`config.mk`:
```
export PLATFORM = sky130hd
export DESIGN_NAME = code_match_sequencer
export DESIGN_NICKNAME = d
export VERILOG_FILES = /design/src/rtl/code_match_pkg.sv /design/src/rtl/code_match_lut.sv /design/src/rtl/code_match_sequencer.sv
export SDC_FILE = /design/constraint.sdc
export NUM_CORES = 1
export LEC_CHECK = 0
export ABC_CLOCK_PERIOD_IN_PS = 2900
export BUFFER_PORTS_ARGS = -buffer_cell sky130_fd_sc_hd__buf_2
export CAP_MARGIN = 15
export CORE_ASPECT_RATIO = 1.5
export CORE_MARGIN = 5
export CORE_UTILIZATION = 52
export DETAILED_ROUTE_END_ITERATION = 10
export PLACE_DENSITY = 0.77
export SLEW_MARGIN = 20
export SYNTH_ARGS = -nofsm -noshare
export SYNTH_HDL_FRONTEND = slang
export SYNTH_HIERARCHICAL = 1
export SYNTH_SLANG_ARGS = --single-unit
```
`constraint.sdc`:
```
create_clock -name clk -period 2.9 [get_ports clk]
set_input_delay 0.58 -clock clk [delete_from_list [all_inputs] [get_ports clk]]
set_output_delay 0.58 -clock clk [all_outputs]
set_load 0.01 [all_outputs]
```
`src/rtl/code_match_pkg.sv`:
```
// Shared types and constants for the code-match sequencer.
// State encoding, code width and the default match bitmap.
package code_match_pkg;

  localparam int CODE_W = 4;

  localparam logic [15:0] DEFAULT_MATCH_SET = 16'h0EC8;

  typedef enum logic [1:0] {
    ST_IDLE  = 2'd0,
    ST_SWEEP = 2'd1,
    ST_DRAIN = 2'd2
  } state_t;

endpackage

```
`src/rtl/code_match_lut.sv`:
```
// Combinational classifier: match = set[code].
// Ports: code (CODE_W), set (16-bit bitmap), match (1).
module code_match_lut
  import code_match_pkg::*;
(
  input  logic [CODE_W-1:0] code,
  input  logic [15:0]       set,
  output logic              match
);

  assign match = set[code];

endmodule

```
`src/rtl/code_match_sequencer.sv`:
```
// Code-match sequencer: stream and sweep modes, one-entry output slot,
// saturating hit counter.
// Ports: clk, rst_n (sync, active-low); in_valid/in_ready/in_code;
// start_sweep, clear_count; out_valid/out_ready/out_code/out_match;
// hit_count[CNT_W], busy, sweep_done.
// Macro CODE_MATCH_PROG_EN adds cfg_we/cfg_set and a match register.
module code_match_sequencer
  import code_match_pkg::*;
#(
  parameter int          CNT_W     = 8,
  parameter logic [15:0] MATCH_SET = DEFAULT_MATCH_SET
) (
  input  logic              clk,
  input  logic              rst_n,
  input  logic              in_valid,
  output logic              in_ready,
  input  logic [CODE_W-1:0] in_code,
  input  logic              start_sweep,
  input  logic              clear_count,
  output logic              out_valid,
  input  logic              out_ready,
  output logic [CODE_W-1:0] out_code,
  output logic              out_match,
  output logic [CNT_W-1:0]  hit_count,
  output logic              busy,
  output logic              sweep_done
`ifdef CODE_MATCH_PROG_EN
  ,
  input  logic              cfg_we,
  input  logic [15:0]       cfg_set
`endif
);

  localparam logic [CNT_W-1:0]  CNT_MAX = '1;
  localparam logic [CNT_W-1:0]  CNT_ONE = 1;
  localparam logic [CODE_W-1:0] IDX_MAX = '1;
  localparam logic [CODE_W-1:0] IDX_ONE = 1;

  state_t            state_q;
  state_t            state_d;
  logic [CODE_W-1:0] idx_q;
  logic              slot_free;
  logic              accept;
  logic              load_stream;
  logic              load_sweep;
  logic [CODE_W-1:0] load_code;
  logic              load_match;
  logic [15:0]       match_set;

`ifdef CODE_MATCH_PROG_EN
  // New set takes effect for codes loaded after the write edge.
  always_ff @(posedge clk) begin
    if (!rst_n) begin
      match_set <= MATCH_SET;
    end else if (cfg_we) begin
      match_set <= cfg_set;
    end
  end
`else
  assign match_set = MATCH_SET;
`endif

  assign slot_free = !out_valid || out_ready;
  assign accept    = out_valid && out_ready;

  always_ff @(posedge clk) begin
    if (!rst_n) begin
      state_q <= ST_IDLE;
    end else begin
      state_q <= state_d;
    end
  end

  always_comb begin
    state_d = state_q;
    case (state_q)
      ST_IDLE: begin
        if (start_sweep) state_d = ST_SWEEP;
      end
      ST_SWEEP: begin
        if (slot_free && idx_q == IDX_MAX)
          state_d = ST_DRAIN;
      end
      ST_DRAIN: begin
        if (accept) state_d = ST_IDLE;
      end
      default: state_d = ST_IDLE;
    endcase
  end

  // start_sweep masks in_ready so a same-cycle input is not taken.
  always_comb begin
    in_ready    = 1'b0;
    busy        = 1'b0;
    load_stream = 1'b0;
    load_sweep  = 1'b0;
    unique case (1'b1)
      (state_q == ST_IDLE): begin
        in_ready    = rst_n && slot_free
                    && !start_sweep;
        load_stream = in_valid && in_ready;
      end
      (state_q == ST_SWEEP): begin
        busy       = 1'b1;
        load_sweep = slot_free;
      end
      (state_q == ST_DRAIN): begin
        busy = 1'b1;
      end
      default: begin
        busy = 1'b0;
      end
    endcase
  end

  assign load_code = load_sweep ? idx_q : in_code;

  code_match_lut u_lut (
    .code  (load_code),
    .set   (match_set),
    .match (load_match)
  );

  always_ff @(posedge clk) begin
    if (!rst_n) begin
      idx_q <= '0;
    end else if (state_q == ST_IDLE && start_sweep) begin
      idx_q <= '0;
    end else if (load_sweep) begin
      idx_q <= idx_q + IDX_ONE;
    end
  end

  always_ff @(posedge clk) begin
    if (!rst_n) begin
      out_valid <= 1'b0;
      out_code  <= '0;
      out_match <= 1'b0;
    end else if (load_stream || load_sweep) begin
      out_valid <= 1'b1;
      out_code  <= load_code;
      out_match <= load_match;
    end else if (out_ready) begin
      out_valid <= 1'b0;
    end
  end

  always_ff @(posedge clk) begin
    if (!rst_n) begin
      sweep_done <= 1'b0;
    end else begin
      sweep_done <= (state_q == ST_DRAIN)
                 && accept;
    end
  end

  always_ff @(posedge clk) begin
    if (!rst_n) begin
      hit_count <= '0;
    end else if (clear_count) begin
      hit_count <= '0;
    end else if (accept && out_match
              && hit_count != CNT_MAX) begin
      hit_count <= hit_count + CNT_ONE;
    end
  end

endmodule

```
# After elaboration in Yosys (flattened, before gate mapping)
# Memories as Yosys holds them, arrays and structs flattened. A register that Yosys moved wholly into a read port is not among the register bits.
# Cells that the tools add are included.
# totals
reg_bits	20
mem_bits_ro	16
input_bits	10
out_inout_bits	17
elab_cells	48
memories	1
# classes
add_sub_neg	2
eq_ne	7
mux	11
n_bitwise	1
reduce_logical	20
# mem_list
name	depth	word_bits	read_ports	rd_clocked_by_memory_dff	wr	line	rtl
(no name shown)	16	1	1	1	0	code_match_lut.sv:11	assign match = set[code];
# op_table
op	count
$logic_and 1x1->1	9
$add 8x1->8 const B	1
$ne 8x8->1 const B	1
$mux 1	6
$mux 2	3
$ne 2x2->1 const B	3
$pmux 2 s3	1
$reduce_or 2->1	3
$add 4x1->4 const B	1
$eq 4x4->1 const B	1
$mux 4	1
$logic_not 1->1	3
$reduce_and 3->1	1
$eq 2x1->1 const B	1
$eq 2x2->1 const B	1
$logic_not 2->1	1
$logic_or 1x1->1	2
$reduce_bool 2->1	1
$not 1->1	1

# Logic depth before layout (Yosys ltp)
# Gate-level depths: netlist of the first run.
# depth
ltp_word	8
mapped_depth	10
ltp_nobuf	9

# Modules after synthesis
# Netlist of the first run, hierarchy kept.
# modules_own_cells
module	instances	cells_per_inst	area_each_um2	seq_area_each_um2
code_match_sequencer	1	121	1047.3	420.4
code_match_lut	1	7	135.1	0.0

# Least setup slack after synthesis of the first run
# OpenSTA, ideal clock, no wires.
# synth_timing
kind	input to register
startpoint	input out_ready
endpoint	register out_match
setup_ns	0.123
t_arrival_ns	2.070
required_time_ns	2.777
path_slack_ns	0.707
path_stages	8
n_path_buf	0
cell_sequence	nand2b_1 -> nand2_1 -> mux2_2 -> mux4_1 -> mux2i_1 -> mux2i_1 -> nand3_1 -> o21ai_0
# synth_between
elab_cells_between_ends	8
cone_classes	3 x mux; 5 x reduce/logical
# synth_rtl
element	line	rtl
from (decl)	code_match_sequencer.sv:21	input logic out_ready,
$logic_or 1x1->1	code_match_sequencer.sv:63	assign slot_free = !out_valid || out_ready;
$mux 1	code_match_sequencer.sv:97	unique case (1'b1)
$mux 4	code_match_sequencer.sv:116	assign load_code = load_sweep ? idx_q : in_code;
named net load_code[0]	code_match_sequencer.sv:46	logic [CODE_W-1:0] load_code;
to (decl)	code_match_sequencer.sv:23	output logic out_match,
# The timed path passes the listed nets, and every way through them passes these cells.
# A chain may end at the register's enable or synchronous reset.

# Worst setup path in the final report of the first run
# layout_timing
startpoint	register state_q[1]
endpoint	register out_match
# layout_between
elab_chain_cells	3
elab_cells_between_ends	6
cone_classes	1 x eq/ne; 3 x mux; 2 x reduce/logical
# layout_lines
element	line	rtl
from (decl)	code_match_sequencer.sv:39	state_t state_q;
from (signal assigned)	code_match_sequencer.sv:70	state_q <= state_d;
$eq 2x1->1	code_match_sequencer.sv:103	(state_q == ST_SWEEP): begin
$mux 1	code_match_sequencer.sv:97	
$mux 4	code_match_sequencer.sv:116	
named net load_code[0]	code_match_sequencer.sv:46	
# The timed path passes the listed nets, and every way through them passes these cells.

==> results.json, run 1 <==
{
  "status": "finished, final reports clean",
  "multi_input_area_sq_um": 787,
  "netlist_instances": 128,
  "synth_seq_cells": 21,
  "hold_buffers": 0,
  "die-area_sq_um": 3350,
  "pwr-share-comb_pct": 44.5,
  "critPathSlowestCell": "mux4_1",
  "synth-main-ff-cell": "dfxtp_1",
  "h-tree-depth": 1,
  "fin_crit_ns": 2.37,
  "clk_latency_ns": 0.31,
  "seq_power_share_pct": 40.5,
  "clock-root-buffer": "clkbuf_4",
  "final_nets": 186,
  "hold_class": "reg -> reg",
  "synth_area_leaders": "dfxtp_1 (36%), mux4_1 (8.9%), ha_1 (6.3%), mux2i_1 (5.9%), xor2_1 (5.2%)",
  "final-max-slew-violation-count": 0,
  "layout_setup_ws_ns": 0.534,
  "ys_top_cells_by_count": "dfxtp_1 (21), nand2_1 (13), nor2_1 (11)",
  "finalSetupViolCount": 0,
  "period_share_pct": 81.6,
  "boundaryPins": 27,
  "wl_per_cell_microns": 12.9,
  "cts_resized": 0,
  "grt_pass1_wl_microns": 4150,
  "finalHoldViolCount": 0,
  "syn_avg_cell_area_sq_um": 9.24,
  "antenna_left": 0,
  "grt_pass1_vias": 1040,
  "nFillCells": 199,
  "rsz0062_at_grt": "no",
  "die_width_microns": 48.9,
  "fin_util_pct": 64.1,
  "cts.clk_slew.worst_paths_ns": 0.12,
  "drive_above_1_share_pct": 21.3,
  "cts_num_sinks": 21,
  "yosysSeqAreaShare_pct": 35.6,
  "worst_slew_pin_slew_ns": 0.558,
  "cts_tree": "built",
  "cts_buffers": 3,
  "place_ws_ns": 0.459,
  "async_flop_share_pct": 0,
  "area_growth_pct": 19.7,
  "drcViolationCount": 0,
  "drtPass1Iterations": 2,
  "maxCapViolations": 0,
  "regArea_sq_um": 420,
  "pwr-share-clk_pct": 15.0,
  "grt-ovfl-total": 0,
  "arrival_ns": 2.55,
  "port_buffers": 26,
  "gp_congestion": 0.844,
  "vdd.ir_drop.worst_mv": 0.561,
  "dr_total_vias": 1038,
  "hpwl_microns": 2020,
  "die_h_microns": 68.4,
  "maxClockFrequency_mhz": 423,
  "p_sw_share_pct": 37.1,
  "synthesis.area_sq_um": 1180,
  "cpPeakStageDelay_ns": 0.47,
  "n_antenna_cell": 0,
  "worst-path-max-fanout": 8,
  "path_cells": "inv_1, ha_1, nand2_1, mux2_2, mux4_1, mux2i_1, mux2i_1, nand3_1, o21ai_0",
  "synth_edf_count": 0,
  "wl_microns": 2480,
  "grt_max_degree": 17,
  "cts_setup_buffers": 0,
  "required_ns": 3.09,
  "critPathMostFrequentCell": "mux2i_1",
  "core_area_sq_um": 2210,
  "switchingPower_mw": 0.343,
  "internal_power_mw": 0.581,
  "worstSetupPathType": "reg -> reg",
  "rows": 21,
  "skew_ns": 0.0139,
  "grt_usage_pct": 16.0,
  "drtIter0Drc": 5,
  "synth_top_area_share_pct": 35.6,
  "initial_core_util_pct": 53.6,
  "synth.distinct_cells": 29,
  "grt_antenna_before_repair": 0,
  "endpoint_kind": "flop",
  "ys_warn_count": 6,
  "leakage_nw": 0.672,
  "fin_setup_tns_ns": 0,
  "relSlewSlack_pct": 62.8,
  "cts.path.max_buffers": 2,
  "detail_route.vias_per_cell": 5.41,
  "power.density_nw_per_um2": 654,
  "yosys.area.top_type": "dfxtp_1",
  "yosysMostFrequentCell": "dfxtp_1",
  "critPathLaunchType": "flop"
}
[power by group through the flow]
stage	clock [mW]	sequential [mW]	combinational (mW)
5_1_grt	0.162	0.379	0.458
3_5_place_dp	0	0.380	0.411
4_1_cts	0.145	0.373	0.413
2_1_floorplan	0	0.386	0.293
6_report	0.139	0.374	0.412
3_3_place_gp	0	0.375	0.393
[flip-flops by register name, indices dropped and copies added (netlist names)]
name / flops
hit_count: 8
idx_q: 4
out_code: 4
state_q: 2
out_match: 1
out_valid: 1
sweep_done: 1
[path summary, 6_finish.rpt]
check                                   to  startpoint  depth (start not counted)  slack (ns)
worst max-delay path             out_match  state_q[1]                          9        0.53
worst max register to register   out_match  state_q[1]                          9        0.53
worst min-delay path            state_q[1]  state_q[1]                          2        0.51
worst min register to register  state_q[1]  state_q[1]                          2        0.51
[area by class of cell]
| class | instances | share of cell area [%] |
|---|---|---|
| multi-input combinational | 114 | 55.6 |
| sequential | 21 | 29.7 |
| timing repair buffer | 27 | 9.73 |
| tap | 23 | 2.03 |
| clock buffer | 3 | 1.59 |
| inverter | 3 | 0.796 |
| clock inverter | 1 | 0.531 |
[routing by layer]
layer | routed length (microns) | global-route usage [%] | vias to the layer above
met5 | 0 | 0 | -
met4 | 45 | 7.07 | 0
met3 | 113 | 3.05 | 4
met2 | 1360 | 34.3 | 23
met1 | 958 | 13.6 | 481
li1 | - | - | 530
[cells in the final DEF, fill, tap and decap left out, types with 2 or more instances in the layout]
master,n
buf_2,26
dfxtp_1,21
conb_1,16
nand2_1,13
nor2_1,11
xor2_1,7
mux2i_1,7
a21oi_1,7
o21ai_0,7
and3_1,6
ha_1,6
nand3_1,5
mux2_2,4
o22ai_1,4
mux4_1,4
nand2b_1,3
inv_1,3
nand4_1,3
clkbuf_4,3
o211ai_1,2
or3_1,2
[logic make-up (layout without fill, tap and decap cells)]
group,after synthesis,count (layout),share of synthesized area [%]
AND/OR/NAND/NOR,45,45,18.5
AO/OA/AOI/OAI,25,25,12.8
flip-flops,21,21,35.6
multiplexers,15,15,18.6
XOR/XNOR,7,7,5.19
buffers and inverters,7,34,2.33
adder cells (fa/ha/maj),6,6,6.35
other,2,16,0.635
[through the flow]
stage          hold slack, ns  instance area [sq um]  cells  total power, mW
2_1_floorplan           0.451                   1230    142            0.679
3_3_place_gp            0.464                   1390    188            0.768
3_5_place_dp            0.498                   1390    188            0.791
4_1_cts                 0.516                   1420    192            0.931
5_1_grt                 0.540                   1420    192            0.998
6_report                0.509                   1420    192            0.925
[worst max-delay path, delay by kind of cell (launching register included)]
family                     cells  cell delay [ns]
AOI/OAI and AO/OA              1             0.07
adders and majority gates      1             0.28
buffers and inverters          1             0.08
DFF                            1             0.38
muxes                          4             1.14
and+or+nand+nor                2             0.29
Note: power is estimated with default switching activity, not from simulation.
==> run 2, diff against run 1 <==
Settings changed: ABC_CLOCK_PERIOD_IN_PS 2900 to 2200.
Clock period 2.9 ns to 2.2 ns, I/O delays scaled along.
==> run 2 against run 1 <==
  * Non-clock buffer count rose by 2
  * Global-route usage rose by 0.43 points
  * Sequential cell count did not move
  * Register-to-register slack got worse by 0.35 ns
  * Clock skew fell by 0.0071 ns
  * Largest cell class unchanged
  * Highest routed layer unchanged
==> results.json, run 2 (synthesis results as in run 1) <==
{
  "final-max-slew-violation-count": 0,
  "endpoint_kind": "flop",
  "gp_congestion": 0.887,
  "cts.path.max_buffers": 2,
  "final_cell_area_sq_um": 1430,
  "wl_per_cell_microns": 13.0,
  "core_area_sq_um": 2210,
  "grt_pass1_wl_microns": 4290,
  "cts_tree": "built",
  "die_h_microns": 68.4,
  "power_mw": 1.25,
  "n_antenna_cell": 0,
  "grt_usage_pct": 16.4,
  "leakage_nw": 0.688,
  "cts_buffers": 3,
  "internal_power_mw": 0.796,
  "switchingPower_mw": 0.458,
  "layout_setup_ws_ns": 0.183,
  "worstHoldStart": "out_ready",
  "die_width_microns": 48.9,
  "finalSetupViolCount": 0,
  "cts_setup_buffers": 0,
  "worstSetupPathType": "reg -> reg",
  "maxCapViolations": 0,
  "final_common_cell": "buf_2",
  "die-area_sq_um": 3350,
  "final_nets": 188,
  "initial_core_util_pct": 53.6,
  "dr_total_vias": 1082,
  "drtIter0Drc": 18,
  "period_share_pct": 91.7,
  "rsz0062_at_grt": "no",
  "hpwl_microns": 2020,
  "place_ws_ns": 0.0272,
  "critPathLaunchType": "flop",
  "drtPass1Iterations": 4,
  "placed_cell_area_sq_um": 1400,
  "fin_crit_ns": 2.02,
  "p_sw_share_pct": 36.5,
  "port_buffers": 26,
  "status": "finished, final reports clean",
  "min_path_cells": 3,
  "dp_cells": 190,
  "grt_antenna_before_repair": 0,
  "drcViolationCount": 0,
  "reg2regPathDepth": 9,
  "pwr-share-comb_pct": 46.3,
  "grt_pass1_vias": 1066,
  "skew_ns": 0.00677,
  "r2r_start": "state_q[1]",
  "required_ns": 2.40,
  "area_growth_pct": 21.3,
  "cts_num_sinks": 21,
  "largest_reg_flops": 8,
  "grt-ovfl-total": 0,
  "grt_max_degree": 17,
  "wl_microns": 2510,
  "clk_latency_ns": 0.30,
  "stdcell_count": 194,
  "h-tree-depth": 1,
  "seq_power_share_pct": 39.2,
  "boundaryPins": 27,
  "pwr-share-clk_pct": 14.5,
  "maxClockFrequency_mhz": 496,
  "vdd.ir_drop.worst_mv": 0.655,
  "drive_above_1_share_pct": 22.8,
  "finalHoldViolCount": 0,
  "fin_setup_tns_ns": 0,
  "detail_route.vias_per_cell": 5.58,
  "reg_top3": "hit_count (8), idx_q (4), out_code (4)",
  "hold_class": "in -> reg",
  "rows": 21,
  "antenna_left": 0,
  "cts.clk_slew.worst_paths_ns": 0.11,
  "worst-path-max-fanout": 4,
  "arrival_ns": 2.22,
  "regMostFlops": "hit_count",
  "final_cell_mix": "buf_2 (26), dfxtp_1 (20), conb_1 (16)",
  "critPathLaunch": "state_q[1]",
  "clock-root-buffer": "clkbuf_4",
  "power.density_nw_per_um2": 874
}
==> run 2: cell count changes in the layout (fill, tap and decap cells not counted) <==
cell	delta
mux2_2	-1
nand2_1	-1
dfxtp_1	-1
clkbuf_1	+1
mux2_4	+1
clkinvlp_4	-1
nand2_2	+1
buf_4	+2
dfxtp_2	+1
==> run 2: worst paths after layout <==
| check | endpoint | slack, ns |
|---|---|---|
| setup / recovery | out_match | 0.18 |
| hold / removal | sweep_done | 0.42 |
| setup reg to reg | out_match | 0.18 |
| hold reg to reg | state_q[1] | 0.48 |
==> run 2: timing repair <==
| action | in CTS | in global routing |
|---|---|---|
| hold buffers | 0 | 0 |
| endpoints found under the setup margin | 0 | 1 |
| gates resized for setup | 0 | 3 |
==> run 2: metal layers <==
| layer | routed length [microns] | vias up | global-route usage (%) |
|---|---|---|---|
| met1 | 947 | 516 | 15.3 |
| met3 | 110 | 4 | 3.05 |
| li1 | - | 539 | - |
| met4 | 31 | 0 | 7.74 |
| met5 | 0 | - | 0 |
| met2 | 1420 | 23 | 33.5 |
==> run 2: through the flow <==
stage	util, %	hold WS [ns]
finish	65.0	0.421
global route	65.0	0.435
CTS	64.6	0.421
detailed placement	63.4	0.476
global placement	63.4	0.468
floorplan	-	0.451
==> run 2: final cells by class <==
class | instances | area, sq um
clock buffer | 4 | 26.3
timing repair buffer | 29 | 153
fill | 214 | 773
inverter | 3 | 11.3
multi-input combinational | 114 | 793
sequential | 21 | 422
tap | 23 | 28.8
==> run 2: power groups by stage <==
stage | logic [mW] | clock network, mW | registers (mW)
6_report | 0.580 | 0.181 | 0.491
5_1_grt | 0.646 | 0.211 | 0.499
4_1_cts | 0.571 | 0.191 | 0.489
3_5_place_dp | 0.568 | 0 | 0.498
3_3_place_gp | 0.548 | 0 | 0.494
2_1_floorplan | 0.386 | 0 | 0.509
==> run 2: critical path: stages, from the launching register on <==
cell	delay, ns
dfxtp_2	0.35
inv_1	0.07
ha_1	0.21
nand2_2	0.09
mux2_4	0.33
mux4_1	0.46
mux2i_1	0.17
mux2i_1	0.09
nand3_1	0.07
o21ai_0	0.07
==> run 3, diff against run 2 <==
Settings changed: ABC_CLOCK_PERIOD_IN_PS 2200 to 1700, CELL_PAD_IN_SITES_DETAIL_PLACEMENT set to 2, CELL_PAD_IN_SITES_GLOBAL_PLACEMENT set to 2, CORE_UTILIZATION 52 to 28, PLACE_DENSITY 0.77 to unset, PLACE_DENSITY_LB_ADDON set to 0.1.
Clock period 2.2 ns to 1.7 ns, I/O delays scaled along.
==> run 3 against run 2 <==
  * The flow now finishes with violations (negative setup slack)
  * Utilization is 26 points lower
  * Routed wire length increased by 43%
  * Die area grew 69%
  * Sequential cell count unchanged
  * Critical endpoint unchanged
  * Largest cell class unchanged
  * Highest routed layer unchanged
==> results.json, run 3 (synthesis results as in run 1) <==
{
  "status": "finished with violations",
  "violations": "negative setup slack",
  "wl_per_cell_microns": 15.8,
  "finalHoldViolCount": 0,
  "crit_buf_inv": 1,
  "endpoint_kind": "flop",
  "critPathSlowestCell": "mux4_2",
  "arrival_ns": 2.01,
  "skew_ns": 0.00543,
  "reg2regPathDepth": 9,
  "rsz0062_at_grt": "yes",
  "maxCapViolations": 0,
  "drtIter0Drc": 19,
  "path_cells": "inv_2, ha_4, nand2_8, mux2_4, mux4_2, mux2i_1, mux2i_1, nand3_1, o21ai_1",
  "fin_crit_ns": 1.85,
  "antenna_left": 0,
  "pwr-share-comb_pct": 51.2,
  "grt_pass1_wl_microns": 5850,
  "cts_num_sinks": 21,
  "cts_tree": "built",
  "multi_input_area_sq_um": 827,
  "min_path_cells": 3,
  "pwr-share-clk_pct": 16.9,
  "drcViolationCount": 0,
  "cts.path.max_buffers": 2,
  "worst-path-max-fanout": 3,
  "critPathLaunchType": "flop",
  "switchingPower_mw": 0.722,
  "die_h_microns": 89.6,
  "critPathMostFrequentCell": "mux2i_1",
  "detail_route.vias_per_cell": 4.99,
  "drtPass1Iterations": 2,
  "reg_top3": "hit_count (8), idx_q (4), out_code (4)",
  "layout_setup_ws_ns": -0.155,
  "boundaryPins": 27,
  "clk_latency_ns": 0.26,
  "nFillCells": 485,
  "largest_reg_flops": 8,
  "hpwl_microns": 3000,
  "grt-ovfl-total": 0,
  "finalSetupViolCount": 2,
  "cts.clk_slew.worst_paths_ns": 0.08,
  "wl_microns": 3610,
  "dr_total_vias": 1138,
  "grt_antenna_before_repair": 0,
  "regArea_sq_um": 425,
  "power_mw": 2.00,
  "grt_max_degree": 12,
  "gp_congestion": 0.723,
  "cpPeakStageDelay_ns": 0.43,
  "area_growth_pct": 35.8,
  "final_common_cell": "buf_2",
  "p_sw_share_pct": 36.2,
  "crit_cells": 9,
  "clock-root-buffer": "clkbuf_8",
  "initial_core_util_pct": 28.3,
  "internal_power_mw": 1.27,
  "power.density_nw_per_um2": 1240,
  "cts_buffers": 3,
  "drive_above_1_share_pct": 31.9,
  "h-tree-depth": 1,
  "grt_pass1_vias": 1284,
  "final_nets": 199,
  "die-area_sq_um": 5650,
  "cp_top_family": "multiplexers",
  "hold_class": "in -> reg",
  "rows": 29,
  "regMostFlops": "hit_count",
  "vdd.ir_drop.worst_mv": 0.511,
  "leakage_nw": 0.750,
  "worstSetupPathType": "reg -> reg",
  "period_share_pct": 109,
  "seq_power_share_pct": 31.9,
  "grt_usage_pct": 13.2,
  "whs_ns": 0.368,
  "die_width_microns": 63.1,
  "port_buffers": 26,
  "final_cell_mix": "buf_2 (26), dfxtp_1 (19), conb_1 (16)",
  "core_area_sq_um": 4170,
  "n_antenna_cell": 0,
  "maxClockFrequency_mhz": 539,
  "final-max-slew-violation-count": 0,
  "required_ns": 1.85
}
==> run 3: cell types whose count changed in the layout (fill, tap and decap cells not counted), sizes merged <==
cell	change
buf	+11
==> run 3: cell type report <==
class / instances / share of cell area [%]
clock buffer: 4 / 2.81
multi-input combinational: 114 / 51.5
sequential: 21 / 26.5
timing repair buffer: 40 / 14.9
tap: 46 / 3.59
inverter: 3 / 0.701
==> run 3: metrics by stage <==
step                TNS, ns  cells  worst slack [ns]  utilization [%]  instance area, sq um
global placement     -0.264    223            -0.264             36.7                  1530
floorplan            -0.222    142            -0.222                -                  1270
finish               -0.191    228            -0.155             38.5                  1610
CTS                  -0.239    227            -0.176             38.2                  1600
detailed placement   -0.400    223            -0.322             36.7                  1530
global route         -0.352    228            -0.259             38.5                  1610
==> run 3: layer usage <==
metal	up-vias	wire length [microns]	GRT usage [%]
met1	563	1270	12.5
met3	4	135	2.37
met4	0	42	4.05
li1	552	-	-
met5	-	0	0
met2	19	2160	27.9
==> run 3: what timing repair did <==
item | in CTS | in global routing
buffers inserted | 0 | 1
hold buffers | 0 | 0
resized for setup | 5 | 1
endpoints found under the setup margin | 2 | 2
pin swaps | 1 | 1
hold endpoints to repair | 0 | 0
==> run 3: power by group through the flow <==
stage / Sequential [mW] / Clock [mW] / Combinational (mW)
final: 0.637 / 0.337 / 1.02
after floorplan: 0.670 / 0 / 0.587
after global routing: 0.646 / 0.376 / 1.12
after detailed placement: 0.643 / 0 / 0.972
after global placement: 0.639 / 0 / 0.935
after CTS: 0.634 / 0.354 / 1.02
==> run 3: path summary, 6_finish.rpt <==
| check | start | to | slack (ns) |
|---|---|---|---|
| worst max-delay path | state_q[1] | out_match | -0.15 |
| worst min-delay path | rst_n | sweep_done | 0.37 |
| worst max register to register | state_q[1] | out_match | -0.15 |
| worst min register to register | out_match | out_match | 0.47 |
==> run 3: worst register-to-register path, stage by stage, from the launching register on <==
cell and delay (ns):
dfxtp_2 0.34, inv_2 0.05, ha_4 0.17, nand2_8 0.07, mux2_4 0.33, mux4_2 0.43, mux2i_1 0.14, mux2i_1 0.09
nand3_1 0.07, o21ai_1 0.06
